===== src/rtl/mips_pkg.sv =====
// Shared fetch-stage definitions: FSM encoding, reset PC and the NOP word.
package mips_pkg;

  localparam int unsigned XLEN = 32;

  localparam logic [XLEN-1:0] RESET_PC  = 32'h0040_0020;
  localparam logic [XLEN-1:0] NOP_INSTR = 32'h0000_0000;

  typedef enum logic [1:0] {
    IDLE  = 2'd0,
    FETCH = 2'd1,
    HOLD  = 2'd2,
    DRAIN = 2'd3
  } ifetch_state_t;

endpackage


===== src/rtl/ifetch_skid.sv =====
// One-entry skid buffer parking a fetched {instr, pc_plus4} while decode stalls.
module ifetch_skid #(
  parameter int unsigned W = 32
) (
  input  logic         clk,
  input  logic         rst_n,
  input  logic         load,
  input  logic         unload,
  input  logic         clear,
  input  logic [W-1:0] instr_in,
  input  logic [W-1:0] pc_plus4_in,
  output logic         full,
  output logic [W-1:0] instr,
  output logic [W-1:0] pc_plus4
);
  import mips_pkg::*;

  // Clear (redirect) wins over a same-cycle load.
  always_ff @(posedge clk or negedge rst_n) begin
    if (!rst_n) begin
      full     <= 1'b0;
      instr    <= W'(NOP_INSTR);
      pc_plus4 <= '0;
    end else begin
      if (clear) begin
        full <= 1'b0;
      end else if (load) begin
        full <= 1'b1;
      end else if (unload) begin
        full <= 1'b0;
      end
      if (load && !clear) begin
        instr    <= instr_in;
        pc_plus4 <= pc_plus4_in;
      end
    end
  end

endmodule


===== src/rtl/ifetch_ctrl.sv =====
// Instruction-fetch controller: one outstanding word request, IF/ID slot with a
// one-entry skid, and redirect handling that replays a flushed request to completion.
module ifetch_ctrl #(
  parameter int unsigned       ADDR_W   = 32,
  parameter logic [ADDR_W-1:0] RESET_PC = ADDR_W'(mips_pkg::RESET_PC)
) (
  input  logic              clk,
  input  logic              rst_n,
  input  logic [ADDR_W-1:0] pc_f,
  output logic              pc_enable,
  input  logic              stall_d,
  input  logic              flush_d,
  output logic              mem_req,
  output logic [ADDR_W-1:0] mem_addr,
  input  logic              mem_ready,
  input  logic [ADDR_W-1:0] mem_rdata,
  output logic              valid_d,
  output logic [ADDR_W-1:0] instr_d,
  output logic [ADDR_W-1:0] pc_plus4_d
);
  import mips_pkg::*;

  ifetch_state_t     state;
  ifetch_state_t     state_next;
  logic [ADDR_W-1:0] addr_q;
  logic [ADDR_W-1:0] pc_plus4_f;
  logic              can_accept;

  logic              slot_mem;
  logic              slot_skid;
  logic              slot_drop;
  logic              skid_load;
  logic              skid_unload;
  logic              skid_clear;
  logic              skid_full;
  logic [ADDR_W-1:0] skid_instr;
  logic [ADDR_W-1:0] skid_pc_plus4;

  assign pc_plus4_f = pc_f + ADDR_W'(4);
  assign can_accept = !valid_d || !stall_d;

  always_ff @(posedge clk or negedge rst_n) begin
    if (!rst_n) begin
      state <= IDLE;
    end else begin
      state <= state_next;
    end
  end

  // Next state and per-cycle controls; a redirect overrides stall and ready.
  always_comb begin
    state_next  = state;
    pc_enable   = 1'b0;
    mem_req     = 1'b0;
    mem_addr    = addr_q;
    slot_mem    = 1'b0;
    slot_skid   = 1'b0;
    slot_drop   = 1'b0;
    skid_load   = 1'b0;
    skid_unload = 1'b0;
    skid_clear  = 1'b0;
    case (state)
      IDLE: begin
        state_next = FETCH;
        if (flush_d) begin
          slot_drop  = 1'b1;
          skid_clear = 1'b1;
        end
      end
      FETCH: begin
        mem_req  = 1'b1;
        mem_addr = pc_f;
        if (flush_d) begin
          pc_enable  = 1'b1;
          slot_drop  = 1'b1;
          skid_clear = 1'b1;
          state_next = mem_ready ? FETCH : DRAIN;
        end else if (mem_ready) begin
          pc_enable = 1'b1;
          if (can_accept) begin
            slot_mem = 1'b1;
          end else begin
            skid_load  = 1'b1;
            state_next = HOLD;
          end
        end else if (!stall_d) begin
          slot_drop = 1'b1;
        end
      end
      HOLD: begin
        if (flush_d) begin
          pc_enable  = 1'b1;
          slot_drop  = 1'b1;
          skid_clear = 1'b1;
          state_next = FETCH;
        end else if (!stall_d) begin
          slot_skid   = 1'b1;
          skid_unload = 1'b1;
          state_next  = FETCH;
        end
      end
      DRAIN: begin
        mem_req = 1'b1;
        if (flush_d) begin
          pc_enable  = 1'b1;
          slot_drop  = 1'b1;
          skid_clear = 1'b1;
        end else if (mem_ready) begin
          state_next = FETCH;
        end
      end
      default: state_next = IDLE;
    endcase
  end

  // Address of the outstanding request, replayed while draining a flushed fetch.
  always_ff @(posedge clk or negedge rst_n) begin
    if (!rst_n) begin
      addr_q <= RESET_PC;
    end else if (state == FETCH) begin
      addr_q <= pc_f;
    end
  end

  always_ff @(posedge clk or negedge rst_n) begin
    if (!rst_n) begin
      valid_d    <= 1'b0;
      instr_d    <= ADDR_W'(NOP_INSTR);
      pc_plus4_d <= '0;
    end else if (slot_mem) begin
      valid_d    <= 1'b1;
      instr_d    <= mem_rdata;
      pc_plus4_d <= pc_plus4_f;
    end else if (slot_skid) begin
      valid_d    <= skid_full;
      instr_d    <= skid_instr;
      pc_plus4_d <= skid_pc_plus4;
    end else if (slot_drop) begin
      valid_d    <= 1'b0;
    end
  end

  ifetch_skid #(
    .W (ADDR_W)
  ) u_skid (
    .clk         (clk),
    .rst_n       (rst_n),
    .load        (skid_load),
    .unload      (skid_unload),
    .clear       (skid_clear),
    .instr_in    (mem_rdata),
    .pc_plus4_in (pc_plus4_f),
    .full        (skid_full),
    .instr       (skid_instr),
    .pc_plus4    (skid_pc_plus4)
  );

endmodule


===== config.mk =====
export PLATFORM = sky130hd
export DESIGN_NAME = ifetch_ctrl
export DESIGN_NICKNAME = d
export VERILOG_FILES = /design/src/rtl/mips_pkg.sv /design/src/rtl/ifetch_skid.sv /design/src/rtl/ifetch_ctrl.sv
export SDC_FILE = /design/constraint.sdc
export NUM_CORES = 1
export LEC_CHECK = 0
export ABC_AREA = 1
export ABC_CLOCK_PERIOD_IN_PS = 3800
export CORE_UTILIZATION = 50
export CTS_BUF_LIST = sky130_fd_sc_hd__clkbuf_2
export DETAILED_ROUTE_END_ITERATION = 8
export PLACE_DENSITY = 0.8
export SLEW_MARGIN = 20
export SYNTH_ARGS = -nofsm -noshare
export SYNTH_HDL_FRONTEND = slang
export SYNTH_SLANG_ARGS = --single-unit
export TNS_END_PERCENT = 20

===== constraint.sdc =====
create_clock -name clk -period 3.8 [get_ports clk]
set_clock_uncertainty 0.1 [all_clocks]
set_input_delay 1.14 -clock clk [delete_from_list [all_inputs] [get_ports clk]]
set_output_delay 1.14 -clock clk [all_outputs]
set_load 0.03 [all_outputs]

==> results of run 1 <==
[layer usage]
layer  global-route usage [%]  up-vias
met5                        0        -
met2                     41.6      213
li1                         -     3277
met1                     35.7     3123
met3                     5.17       38
met4                     12.0        0
[where the power goes]
part	leakage [nW]	internal, W	switching (W)
registers	2.11	0.00234	0.000291
clock network	0.147	0.000314	0.000575
logic	2.85	0.00129	0.00206
[layout by cell type (no fill, tap or decap)]
| cell type | n |
|---|---|
| bufinv_16 | 2 |
| nor3_4 | 1 |
| clkbuf_2 | 24 |
| nand2_1 | 476 |
| buf_16 | 1 |
| inv_2 | 3 |
| buf_6 | 1 |
| dlymetal6s2s_1 | 11 |
| nand3_1 | 53 |
| clkinv_1 | 3 |
| a31oi_1 | 1 |
| nand2_2 | 1 |
| buf_12 | 4 |
| buf_4 | 42 |
| ha_1 | 1 |
| o21ai_0 | 35 |
| dfrtp_1 | 162 |
| a31o_2 | 1 |
| and2_1 | 1 |
| nor2_4 | 2 |
| a21oi_1 | 1 |
| xor2_1 | 14 |
| nor2_1 | 46 |
| dfstp_2 | 2 |
| clkdlybuf4s50_1 | 133 |
| a22oi_1 | 39 |
| inv_1 | 55 |
| nor3_1 | 1 |
| clkinv_2 | 3 |
| clkinv_4 | 1 |
| o211ai_1 | 2 |
[state kept, by name, indices dropped and copies added (netlist names)]
register         cells
u_skid.full          1
state                2
u_skid.instr        32
pc_plus4_d          32
valid_d              1
instr_d             32
addr_q              32
u_skid.pc_plus4     32
[synth_stat cells, drive strengths merged]
master  instances  area (sq um)
buf            26           124
nor2           48           190
a31oi           1          6.26
nand2         477          1790
ha              1          12.5
o21ai          35           175
clkinv          1          3.75
dfstp           2          52.6
and2            1          6.26
a22oi          39           293
nor3            2          21.3
a21oi           1          5.00
inv            58           218
o211ai          2          15.0
dfrtp         162          4050
xor2           14           123
clkbuf         14          52.6
a31o            1          8.76
nand3          53           265
[per-stage QoR]
stage	total power [W]	worst slack, ps	cell area [sq um]	hold slack [ps]
2_1_floorplan	0.00455	625	7420	349
3_3_place_gp	0.00597	112	9330	353
3_5_place_dp	0.00604	99.6	9330	358
4_1_cts	0.00693	19.7	9540	238
5_1_grt	0.00732	124	9590	223
6_report	0.00687	277	9590	240
[cell type report]
type                    instances  area, sq um  share of cell area (%)
clock buffers                  24          120                    1.25
flip-flops and latches        164         4110                    42.8
well taps                     184          230                    2.40
multi-input cells             675         2920                    30.4
repair buffers                192         1900                    19.8
inverters                      59          221                    2.31
clock inverters                 8         91.3                   0.952
[cells by family (layout without fill, tap and decap cells)]
group	count (synthesis)	count (layout)	share of synthesized area, %
xor+xnor	14	14	1.65
simple gates	581	581	30.7
compound gates	79	79	6.78
fa+ha+maj	1	1	0.169
buf+inv	99	283	5.37
flops	164	164	55.4
[timing repair]
item,CTS,global route
hold endpoints to repair,0,0
setup endpoints to repair,0,11
resized for setup,0,11
buffers inserted,0,0
[path summary, 6_finish.rpt]
kind | startpoint | to | slack (ps) | depth (start not counted)
setup reg to reg | state[0]$_DFFE_PN0P_ | instr_d[22]$_DFFE_PN0P_ | 1580 | 8
min in group clk | addr_q[18]$_DFF_PN0_ | addr_q[18]$_DFF_PN0_ | 390 | 2
setup / recovery | pc_f[27] | mem_addr[27] | 280 | 4
max in group asynchronous | rst_n | u_skid.pc_plus4[24]$_DFFE_PN0P_ | 2410 | 2
hold / removal | rst_n | instr_d[27]$_DFFE_PN0P_ | 240 | 1
hold reg to reg | addr_q[18]$_DFF_PN0_ | addr_q[18]$_DFF_PN0_ | 390 | 2
==> results.txt, run 1 <==
Residual DRC = 0
CP top delay family = buffers and inverters
DRT Wirelength = 19,300 um
Hold buffers post-CTS = 0
Metal-1 WL = 8470 um
RSZ-0062 raised after global routing = false
Initial antenna violation count = 0
Vias in the first global route = 6,255
Cell Area, Synth = 0.00742 sq mm
Fraction of the cycle the final worst path needs = 92.7%
Slew headroom = 49.7%
Die Ht = 124 um
Mapped Nets = 1,008
CTS Buffer Depth = 2
Port bufs = 167
Fillers = 1,196
Setup TNS = 0 ps
Fin nets = 1,179
Distinct cells, synth = 24
Max-cap violations = 0
Drt pass-1 iters = 4
DP Wirelength = 13,100 um
# IOs = 168
PwrDens = 717 mW/mm^2
Hold/Removal Path Class = in -> async
Leakage power = 5.11 nW
Die Wd = 124 um
Endpoints failing hold = 0
Max-slew violation count = 0
Final setup fails = 0
Sequential area share after synthesis = 55.4%
Wire length on met3 = 1210 um
CP Launch Type = input port
Synth-to-Final Area Change = 29.3%
GR Util All Layers = 26.5%
Ys Warns = 0
Final min period = 3520 ps
Syn_area_per_cell = 7.91 sq um
Maximum vdd drop = 0.463 mV
CTS tree = done
CTS Root Cell = clkbuf_2
Layout cells sized above 1 = 7.84%
Placed insts = 1,273
Synthesized netlist cell count = 938
Crit path required time = 2560 ps
Antenna diodes = 0
CP Cell Sequence = clkdlybuf4s50_1, inv_1, o21ai_0, buf_4
Die Area = 0.0153 sq mm
Gp weighted congestion = 0.939
Clock slew at reported path FFs = 230 ps
H-tree depth = 4
Routed wire per std cell = 14.7 um
Largest net degree at the start of global routing = 72
Core ar. = 0.0145 sq mm
Fmax = 284 MHz
Sink Count = 164
Top Layer Used = met4
Metal2 WL = 8980 um
Worst path slowest cell = clkdlybuf4s50_1
Global route total overflow = 0
CP Class = in -> out
Skew-Pair Late Insertion Delay = 740 ps
CP peak stage delay = 550 ps
Seq cells post-synth = 164
Post-route ant nets = 0
TritonCTS Buffers = 17
CP bufs+invs = 3
Fin cells = 1,306
Crit. End Element = output pin
Rows = 44
Status = finished, final reports clean
Finished Core Util = 66.2%
Crit-path max FO = 4
Iter 0 DRT Violations = 513
Worst EP arrival = 2280 ps
Initial Util = 51.2%
Via Count = 6,651
First-pass GRT wire length = 30,900 um
Avg Vias per Cell = 5.09
Worst Tran Pin Value = 754 ps
Note: power is estimated with default switching activity, not from simulation.
==> run 2: changes to the inputs <==
ABC_CLOCK_PERIOD_IN_PS = 4350   (was 3800)
CTS_BUF_LIST = sky130_fd_sc_hd__clkbuf_8   (was sky130_fd_sc_hd__clkbuf_2)
clock period = 4.35 ns   (was 3.8 ns; I/O delays follow)
==> run 2 against run 1 <==
Combinational power down 13%. Clock-buffer cell count decreased by 3. Non-clock buffer count shrank 11. Clock power up 17%. Critical path depth unchanged. First-iteration DRC count shrank 18%. Sequential share of layout area decreased by 0.13 points. Utilization rose by 0.20 points. Final area is 0.30% higher. Register-to-register slack better by 420 ps. Wire length up 0.66%. Largest cell class unchanged. Highest routed layer unchanged.
==> results.txt, run 2 (same netlist as run 1, synthesis figures left out) <==
CP Launch Type = input port (unchanged)
GR Util All Layers = 26.2% (was 26.5%)
Crit. End Element = output pin (unchanged)
Fin cells = 1,295 (was 1,306)
Antenna diodes = 0 (unchanged)
Rows = 44 (unchanged)
Fin area = 0.00962 sq mm (was 0.00959 sq mm)
Fmax = 243 MHz
Leakage power = 4.97 nW (was 5.11 nW)
Die Wd = 124 um (unchanged)
CP Class = in -> out (unchanged)
Vias in the first global route = 6,206 (was 6,255)
CP top delay family = buffers and inverters (unchanged)
Global route total overflow = 0 (unchanged)
Final setup fails = 0 (unchanged)
Max-cap violations = 0 (unchanged)
Avg Vias per Cell = 5.15 (was 5.09)
Sink Count = 164 (unchanged)
CTS Buffer Depth = 2 (unchanged)
Hold/Removal Path Class = reg -> reg (was in -> async)
Die Ht = 124 um (unchanged)
CP bufs+invs = 2 (was 3)
Gp weighted congestion = 0.884 (was 0.939)
Residual DRC = 0 (unchanged)
R2R Setup Slk = 2000 ps (was 1580 ps)
Hold Worst Slack = 378 ps (was 240 ps)
Setup TNS = 0 ps (unchanged)
Via Count = 6,665 (was 6,651)
Crit path required time = 2940 ps (was 2560 ps)
CTS Root Cell = clkbuf_8 (was clkbuf_2)
Clock slew at reported path FFs = 80 ps (was 230 ps)
Iter 0 DRT Violations = 423 (was 513)
RSZ-0062 raised after global routing = false (unchanged)
Placed insts = 1,262 (was 1,273)
Port bufs = 167 (unchanged)
Most common cell after layout, fill and taps aside = nand2_1 (unchanged)
Initial Util = 51.2% (unchanged)
Initial antenna violation count = 0 (unchanged)
Final min period = 4120 ps
Hold Path Stages = 2
# IOs = 168 (unchanged)
Worst path slowest cell = clkdlybuf4s50_1 (unchanged)
Post_cts resized = 0 (unchanged)
Post-route ant nets = 0 (unchanged)
Fin nets = 1,168 (was 1,179)
PwrDens = 650 mW/mm^2 (was 717 mW/mm^2)
Skew-Pair Late Insertion Delay = 450 ps (was 740 ps)
DRT Wirelength = 19,400 um (was 19,300 um)
Placed cell area = 0.00922 sq mm (was 0.00933 sq mm)
Fraction of the cycle the final worst path needs = 94.8%
CTS tree = done (unchanged)
Worst Tran Pin Value = 764 ps (was 754 ps)
Maximum vdd drop = 0.453 mV (was 0.463 mV)
Status = finished, final reports clean (unchanged)
DP Wirelength = 12,900 um (was 13,100 um)
Die Area = 0.0153 sq mm (unchanged)
Overall power = 0.00626 W (was 0.00687 W)
TritonCTS Buffers = 17 (unchanged)
Max-slew violation count = 0 (unchanged)
Layout cells sized above 1 = 6.84% (was 7.84%)
CP Cell Sequence = clkdlybuf4s50_1, nand2_1, nand2_1, clkdlybuf4s50_1 (was clkdlybuf4s50_1, inv_1, o21ai_0, buf_4)
Hold buffers post-CTS = 0 (unchanged)
Worst EP arrival = 2720 ps (was 2280 ps)
Levels on crit path = 4 (unchanged)
Reg2Reg Depth = 9 (was 8)
Crit-path max FO = 4 (unchanged)
Synth-to-Final Area Change = 29.7% (was 29.3%)
CP peak stage delay = 690 ps (was 550 ps)
Post-CTS Setup Bufs = 0 (unchanged)
Routed wire per std cell = 15.0 um (was 14.7 um)
H-tree depth = 4 (unchanged)
Drt pass-1 iters = 5 (was 4)
Most frequent cells in the layout = nand2_1 (476), dfrtp_1 (162), clkdlybuf4s50_1 (144) (was nand2_1 (476), dfrtp_1 (162), clkdlybuf4s50_1 (133))
Largest net degree at the start of global routing = 80 (was 72)
First-pass GRT wire length = 30,300 um (was 30,900 um)
Endpoints failing hold = 0 (unchanged)
Core ar. = 0.0145 sq mm (unchanged)
Slew headroom = 48.9% (was 49.7%)
run 2: per-layer routing:
metal / wire [um] / track usage, %
met1: 8370 / 34.6
met2: 9140 / 42.4
met3: 1320 / 4.53
met4: 566 / 11.6
met5: 0 / 0
run 2: layout make-up:
| type | count | area [sq um] |
|---|---|---|
| fill | 1233 | 4860 |
| sequential | 164 | 4110 |
| multi-input combinational | 675 | 2920 |
| timing repair buffer | 181 | 1770 |
| clock buffer | 21 | 289 |
| tap | 184 | 230 |
| inverter | 59 | 221 |
| clock inverter | 11 | 86.3 |
run 2: worst min-delay path: stages (launching register included):
cell and delay [ps]:
dfrtp_1 330, nand2_1 50, nand2_1 70
run 2: path summary, 6_finish.rpt:
kind                                       from                    endpoint
min in group asynchronous                 rst_n     instr_d[27]$_DFFE_PN0P_
setup / recovery                        pc_f[7]                 mem_addr[7]
max in group asynchronous                 rst_n        addr_q[23]$_DFF_PN0_
hold reg to reg            addr_q[13]$_DFF_PN0_        addr_q[13]$_DFF_PN0_
setup reg to reg           state[0]$_DFFE_PN0P_  pc_plus4_d[11]$_DFFE_PN0P_
hold / removal             addr_q[13]$_DFF_PN0_        addr_q[13]$_DFF_PN0_
run 2: power by group:
part	internal [W]	leakage, nW	switching, W
clock network	0.000504	0.193	0.000537
registers	0.00205	2.11	0.000254
logic	0.00111	2.66	0.00180
run 2: metrics by stage:
step | util, % | setup slack (ps)
after floorplan | - | 845
after global placement | 63.7 | 252
after detailed placement | 63.7 | 222
after CTS | 66.3 | 226
after global routing | 66.4 | 139
final | 66.4 | 227
